==> src/rtl/scan_chain_scheduler.sv <==
// rtl/scan_chain_scheduler.sv - round-robin shared scan-chain sequencer (reset phase, then serial shift/capture)
module scan_chain_scheduler #(
    parameter int CHAIN_LEN    = 8,
    parameter int CLK_DIV      = 128,
    parameter int RESET_CYCLES = 10
) (
    input  logic                 clk,
    input  logic                 rst_n,
    input  logic [1:0]           req,
    input  logic [CHAIN_LEN-1:0] pattern0,
    input  logic [CHAIN_LEN-1:0] pattern1,
    output logic [1:0]           grant,
    output logic                 busy,
    output logic                 done,
    output logic [CHAIN_LEN-1:0] rdata,
    output logic                 scan_clk,
    output logic                 scan_din,
    output logic                 scan_reset,
    input  logic                 scan_dout
);

    localparam int DW   = $clog2(CLK_DIV);
    localparam int MAXP = (RESET_CYCLES > CHAIN_LEN) ? RESET_CYCLES : CHAIN_LEN;
    localparam int PW   = (MAXP > 1) ? $clog2(MAXP) : 1;

    localparam logic [DW-1:0] DIV_LAST = DW'(CLK_DIV - 1);
    localparam logic [DW-1:0] DIV_HALF = DW'(CLK_DIV / 2);
    localparam logic [PW-1:0] RST_LAST = PW'(RESET_CYCLES - 1);
    localparam logic [PW-1:0] SH_LAST  = PW'(CHAIN_LEN - 1);

    typedef enum logic [1:0] {ST_IDLE, ST_RESET, ST_SHIFT, ST_DONE} state_t;

    state_t               state, state_n;
    logic [DW-1:0]        div_cnt, div_n;
    logic [PW-1:0]        per_cnt, per_n;
    logic [1:0]           grant_n;
    logic                 rr, rr_n;
    logic [CHAIN_LEN-1:0] sreg, sreg_n;
    logic [CHAIN_LEN-1:0] rdata_n;
    logic [CHAIN_LEN:0]   cap;
    logic                 clk_n, din_n, win, last_per;

    always_ff @(posedge clk) begin
        if (!rst_n) begin
            state    <= ST_IDLE;
            div_cnt  <= '0;
            per_cnt  <= '0;
            grant    <= 2'b00;
            rr       <= 1'b0;
            sreg     <= '0;
            rdata    <= '0;
            scan_clk <= 1'b0;
            scan_din <= 1'b1;
        end else begin
            state    <= state_n;
            div_cnt  <= div_n;
            per_cnt  <= per_n;
            grant    <= grant_n;
            rr       <= rr_n;
            sreg     <= sreg_n;
            rdata    <= rdata_n;
            scan_clk <= clk_n;
            scan_din <= din_n;
        end
    end

    always_comb begin
        state_n  = state;
        div_n    = div_cnt;
        per_n    = per_cnt;
        grant_n  = grant;
        rr_n     = rr;
        sreg_n   = sreg;
        rdata_n  = rdata;
        cap      = {scan_dout, rdata};
        win      = 1'b0;
        last_per = 1'b0;
        clk_n    = 1'b0;
        din_n    = 1'b1;

        case (state)
            ST_IDLE: begin
                div_n = '0;
                per_n = '0;
                if (req != 2'b00) begin
                    // win = 1 selects requester 1; rr only matters on a tie
                    win     = (req == 2'b10) || ((req == 2'b11) && rr);
                    grant_n = win ? 2'b10 : 2'b01;
                    sreg_n  = win ? pattern1 : pattern0;
                    state_n = ST_RESET;
                end
            end
            ST_RESET, ST_SHIFT: begin
                last_per = (state == ST_RESET) ? (per_cnt == RST_LAST) : (per_cnt == SH_LAST);
                if (div_cnt == DIV_LAST) begin
                    div_n = '0;
                    if (last_per) begin
                        per_n   = '0;
                        state_n = (state == ST_RESET) ? ST_SHIFT : ST_DONE;
                    end else begin
                        per_n = per_cnt + 1'b1;
                    end
                end else begin
                    div_n = div_cnt + 1'b1;
                end
                // Capture on the first high cycle of scan_clk; bits enter at the MSB and walk down
                if ((state == ST_SHIFT) && (div_cnt == DIV_HALF)) begin
                    rdata_n = cap[CHAIN_LEN:1];
                end
            end
            ST_DONE: begin
                state_n = ST_IDLE;
                grant_n = 2'b00;
                rr_n    = grant[0];
            end
            default: state_n = ST_IDLE;
        endcase

        clk_n = ((state_n == ST_RESET) || (state_n == ST_SHIFT)) && (div_n >= DIV_HALF);

        // scan_din only moves at period start, so it is stable over the rising edge
        if (state_n == ST_SHIFT) begin
            din_n = scan_din;
            if (div_n == '0) begin
                din_n  = sreg[0];
                sreg_n = sreg >> 1;
            end
        end
    end

    assign busy       = (state != ST_IDLE);
    assign done       = (state == ST_DONE);
    assign scan_reset = (state == ST_RESET);

endmodule

==> config.mk <==
export PLATFORM = sky130hd
export DESIGN_NAME = scan_chain_scheduler
export DESIGN_NICKNAME = d
export VERILOG_FILES = /design/src/rtl/scan_chain_scheduler.sv
export SDC_FILE = /design/constraint.sdc
export NUM_CORES = 1
export LEC_CHECK = 0
export CORE_ASPECT_RATIO = 1.2
export CORE_MARGIN = 2
export CORE_UTILIZATION = 46
export CTS_CLUSTER_DIAMETER = 100
export DETAILED_ROUTE_END_ITERATION = 10
export PLACE_DENSITY_LB_ADDON = 0.2
export SYNTH_ARGS = -nofsm -noshare
export SYNTH_HDL_FRONTEND = slang
export SYNTH_SLANG_ARGS = --single-unit
export TNS_END_PERCENT = 10
==> constraint.sdc <==
create_clock -name clk -period 2.3 [get_ports clk]
set_input_delay 0.575 -clock clk [delete_from_list [all_inputs] [get_ports clk]]
set_output_delay 0.575 -clock clk [all_outputs]
set_load 0.005 [all_outputs]
==> results.yml <==
logic_synthesis:
  ys_ff_latch: 34
  synth.distinct_cells: 41
  syn_nets: 229
  syn_area_per_cell_um2: 9.134
  ys_warn_count: 0
  yosysSeqAreaShare_pct: 37.26
  syn_inst: 200
  syn_area_um2: 1827
sta:
  finalSetupTns_ns: -0.05521
  setup_violations: 4
  rsz0062_at_grt: "yes"
  hold_viol: 0
  relSlewSlack_pct: 52.14
  fmax_mhz: 431.1
  min_period_over_period_pct: 100.9
  fin_skew_ns: 0.006364
  layout_setup_ws_ns: -0.01978
  worst-slew-pin-transition_ns: 0.7164
  slew_viol_final: 0
  fin_crit_ns: 2.320
placement:
  io_buffers: 35
  placed_cells: 302
  place.detailed.hpwl_mm: 2.953
  placed_area_um2: 2376
  gp_congestion: 0.8455
final_layout:
  fin_cells: 311
  fillers: 356
  final_cell_mix: "clkdlybuf4s50_1, dfxtp_1, buf_4, nor2b_1, mux2i_1"
  stdcell_area_um2: 2562
  layout_commonest_cell: "clkdlybuf4s50_1"
  drive_above_1_share_pct: 19.07
  final_core_util_pct: 66.06
  diodes: 0
  syn2layout_area_growth_pct: 40.27
  fin_nets: 285
outcome:
  failed_checks: "setup timing"
  status: "complete, but fails checks"
power:
  swShare_pct: 22.33
  power_switching_mw: 0.3320
  p_leak_nw: 1.016
  p_seq_share_pct: 41.6
  ir_drop_v: 0.0003659
  power_density_nw_per_um2: 580.2
  p_clk_share_pct: 44.6
  internal-power_mw: 1.155
  p_comb_share_pct: 13.8
drt:
  ant_nets: 0
  wire_per_inst_um: 13.14
  first_iter_violations: 43
  first_pass_iters: 4
  viasPerCell: 5.280
  wl_mm: 4.087
  drc: 0
  num_vias: 1642
floorplanning:
  dieWidth_um: 61.53
  initial_core_util_pct: 47.10
  io_pins: 36
  die_y_um: 73.03
  rows: 25
  coreArea_um2: 3879
  die_area_um2: 4493
clocking:
  cts_sinks: 34
  clkLatencyLatePin_ns: 0.29
  clk_path_buf_depth: 2
  clk_pin_slew_ns: 0.07
  cts_buffers: 5
  cts_tree: "yes"
  clock_tree.root_cell: "clkbuf_8"
  cts_max_level: 2
global_routing:
  grt_max_degree: 18
  grt_first_pass_wirelength_mm: 6.706
  grt_overflow_total: 0
  antenna_found_initial: 0
  track_usage_pct: 19.76
  grt_pass1_vias: 1550
min_path:
  hold_path.class: "reg2reg"
worst_setup_path:
  arrival_ns: 2.54
  cp-end-kind: "flop"
  crit_fanout: 4
  rrSetupSlack_ns: -0.02
  required_ns: 2.52
  path_class: "reg2reg"
  startpoint_type: "flop"
flow_run:
  cap_violations: 0
[layout make-up]
| type | instances | area, um^2 | area share (%) |
|---|---|---|---|
| inverter | 7 | 26.28 | 1.025 |
| multi-input combinational | 149 | 1109 | 43.26 |
| tap | 54 | 67.56 | 2.637 |
| sequential | 34 | 684.4 | 26.71 |
| timing repair buffer | 59 | 538.0 | 21.00 |
| clock buffer | 5 | 68.82 | 2.686 |
| clock inverter | 3 | 68.82 | 2.686 |
[per-layer routing]
layer / global-route usage, % / part of all wire (%) / up-vias
met5: 0 / 0 / -
met4: 8.274 / 2.0 / 0
met3: 6.028 / 3.2 / 10
met2: 31.70 / 51 / 28
met1: 24.07 / 44 / 771
li1: - / - / 833
[stage by stage]
step | setup WS, ns | hold slack (ns) | power [mW]
2_1_floorplan | 0.008476 | 0.4387 | 0.7336
3_3_place_gp | 0.001789 | 0.4525 | 0.8249
3_5_place_dp | -0.1423 | 0.4533 | 0.8271
4_1_cts | -0.002648 | 0.4662 | 1.487
5_1_grt | -0.1888 | 0.5007 | 1.547
6_report | -0.01978 | 0.4647 | 1.487
[logic make-up (layout without fill, tap and decap cells)]
| group | Yosys count | in the layout | share of synthesized area (%) |
|---|---|---|---|
| fa+ha+maj | 8 | 8 | 5.480 |
| simple gates | 70 | 70 | 21.92 |
| buf+inv | 17 | 74 | 4.178 |
| xor+xnor | 5 | 5 | 2.398 |
| mux | 18 | 18 | 9.863 |
| compound gates | 48 | 48 | 18.90 |
| flops | 34 | 34 | 37.26 |
[power groups by stage]
stage	clock (mW)	sequential [mW]	combinational, mW
after floorplan	0	0.630	0.103
after global placement	0	0.630	0.195
after detailed placement	0	0.630	0.197
after CTS	0.671	0.617	0.199
after global routing	0.701	0.620	0.227
final	0.663	0.618	0.206
[worst max-delay path: stages (launching register included)]
cell and delay [ns]:
dfxtp_2 0.33, inv_2 0.05, ha_4 0.15, nor4bb_1 0.26
o21ai_1 0.14, nor3_2 0.21, mux2i_1 0.11, a21o_1 0.17
o21ai_1 0.08, ha_2 0.20, o211a_1 0.21, buf_6 0.14
mux2i_1 0.19
[timing repair]
| item | in CTS | in global routing |
|---|---|---|
| hold buffers | 0 | 0 |
| cloned | 0 | 0 |
| resized for setup | 4 | 11 |
| endpoints found under the setup margin | 9 | 11 |
| setup buffers | 0 | 1 |
| pin swaps | 1 | 4 |
[registers in the layout (all words and copies together), names as in the netlist]
register  flops
rdata         8
sreg          8
div_cnt       7
per_cnt       4
grant         2
state         2
rr            1
scan_clk      1
scan_din      1
[synthesized netlist by cell type]
| cell | n | share of area [%] |
|---|---|---|
| dfxtp_1 | 34 | 37 |
| nor2b_1 | 19 | 6.5 |
| mux2i_1 | 18 | 9.9 |
| nand2_1 | 13 | 2.7 |
| o21ai_0 | 13 | 3.6 |
| nor2_1 | 9 | 1.8 |
| a22o_1 | 8 | 3.8 |
| ha_1 | 8 | 5.5 |
| a32oi_1 | 7 | 3.4 |
| inv_1 | 7 | 1.4 |
| clkbuf_1 | 6 | 1.2 |
| and2_1 | 5 | 1.7 |
| nor3_1 | 5 | 1.4 |
| a22oi_1 | 4 | 1.6 |
| nand3_1 | 4 | 1.1 |
| a21oi_1 | 3 | 0.82 |
| nand2b_1 | 3 | 1.0 |
| xor2_1 | 3 | 1.4 |
| a21boi_1 | 2 | 0.82 |
| a21o_1 | 2 | 0.82 |
| a21o_2 | 2 | 0.96 |
| nand4_1 | 2 | 0.68 |
| nor4bb_1 | 2 | 1.1 |
| o211a_1 | 2 | 1.1 |
| o22ai_1 | 2 | 0.68 |
| xnor2_1 | 2 | 0.96 |
| and4_1 | 1 | 0.48 |
| buf_1 | 1 | 0.21 |
| buf_2 | 1 | 0.27 |
| buf_4 | 1 | 0.41 |
| buf_6 | 1 | 0.62 |
| nand3_2 | 1 | 0.55 |
| nand4b_1 | 1 | 0.48 |
| nor3b_1 | 1 | 0.41 |
| nor3b_2 | 1 | 0.68 |
| nor4b_1 | 1 | 0.48 |
| o2111a_1 | 1 | 0.62 |
| o21ai_1 | 1 | 0.27 |
| o31ai_1 | 1 | 0.41 |
| or2_4 | 1 | 0.48 |
| or3_1 | 1 | 0.34 |
[final timing paths]
kind / cells after the start / end / start
max reg2reg: 12 / sreg[5]$_SDFF_PN0_ / state[1]$_SDFF_PN0_
max: 12 / sreg[5]$_SDFF_PN0_ / state[1]$_SDFF_PN0_
min: 2 / sreg[3]$_SDFF_PN0_ / sreg[4]$_SDFF_PN0_
min reg2reg: 2 / sreg[3]$_SDFF_PN0_ / sreg[4]$_SDFF_PN0_
Note: power is estimated with default switching activity, not from simulation.
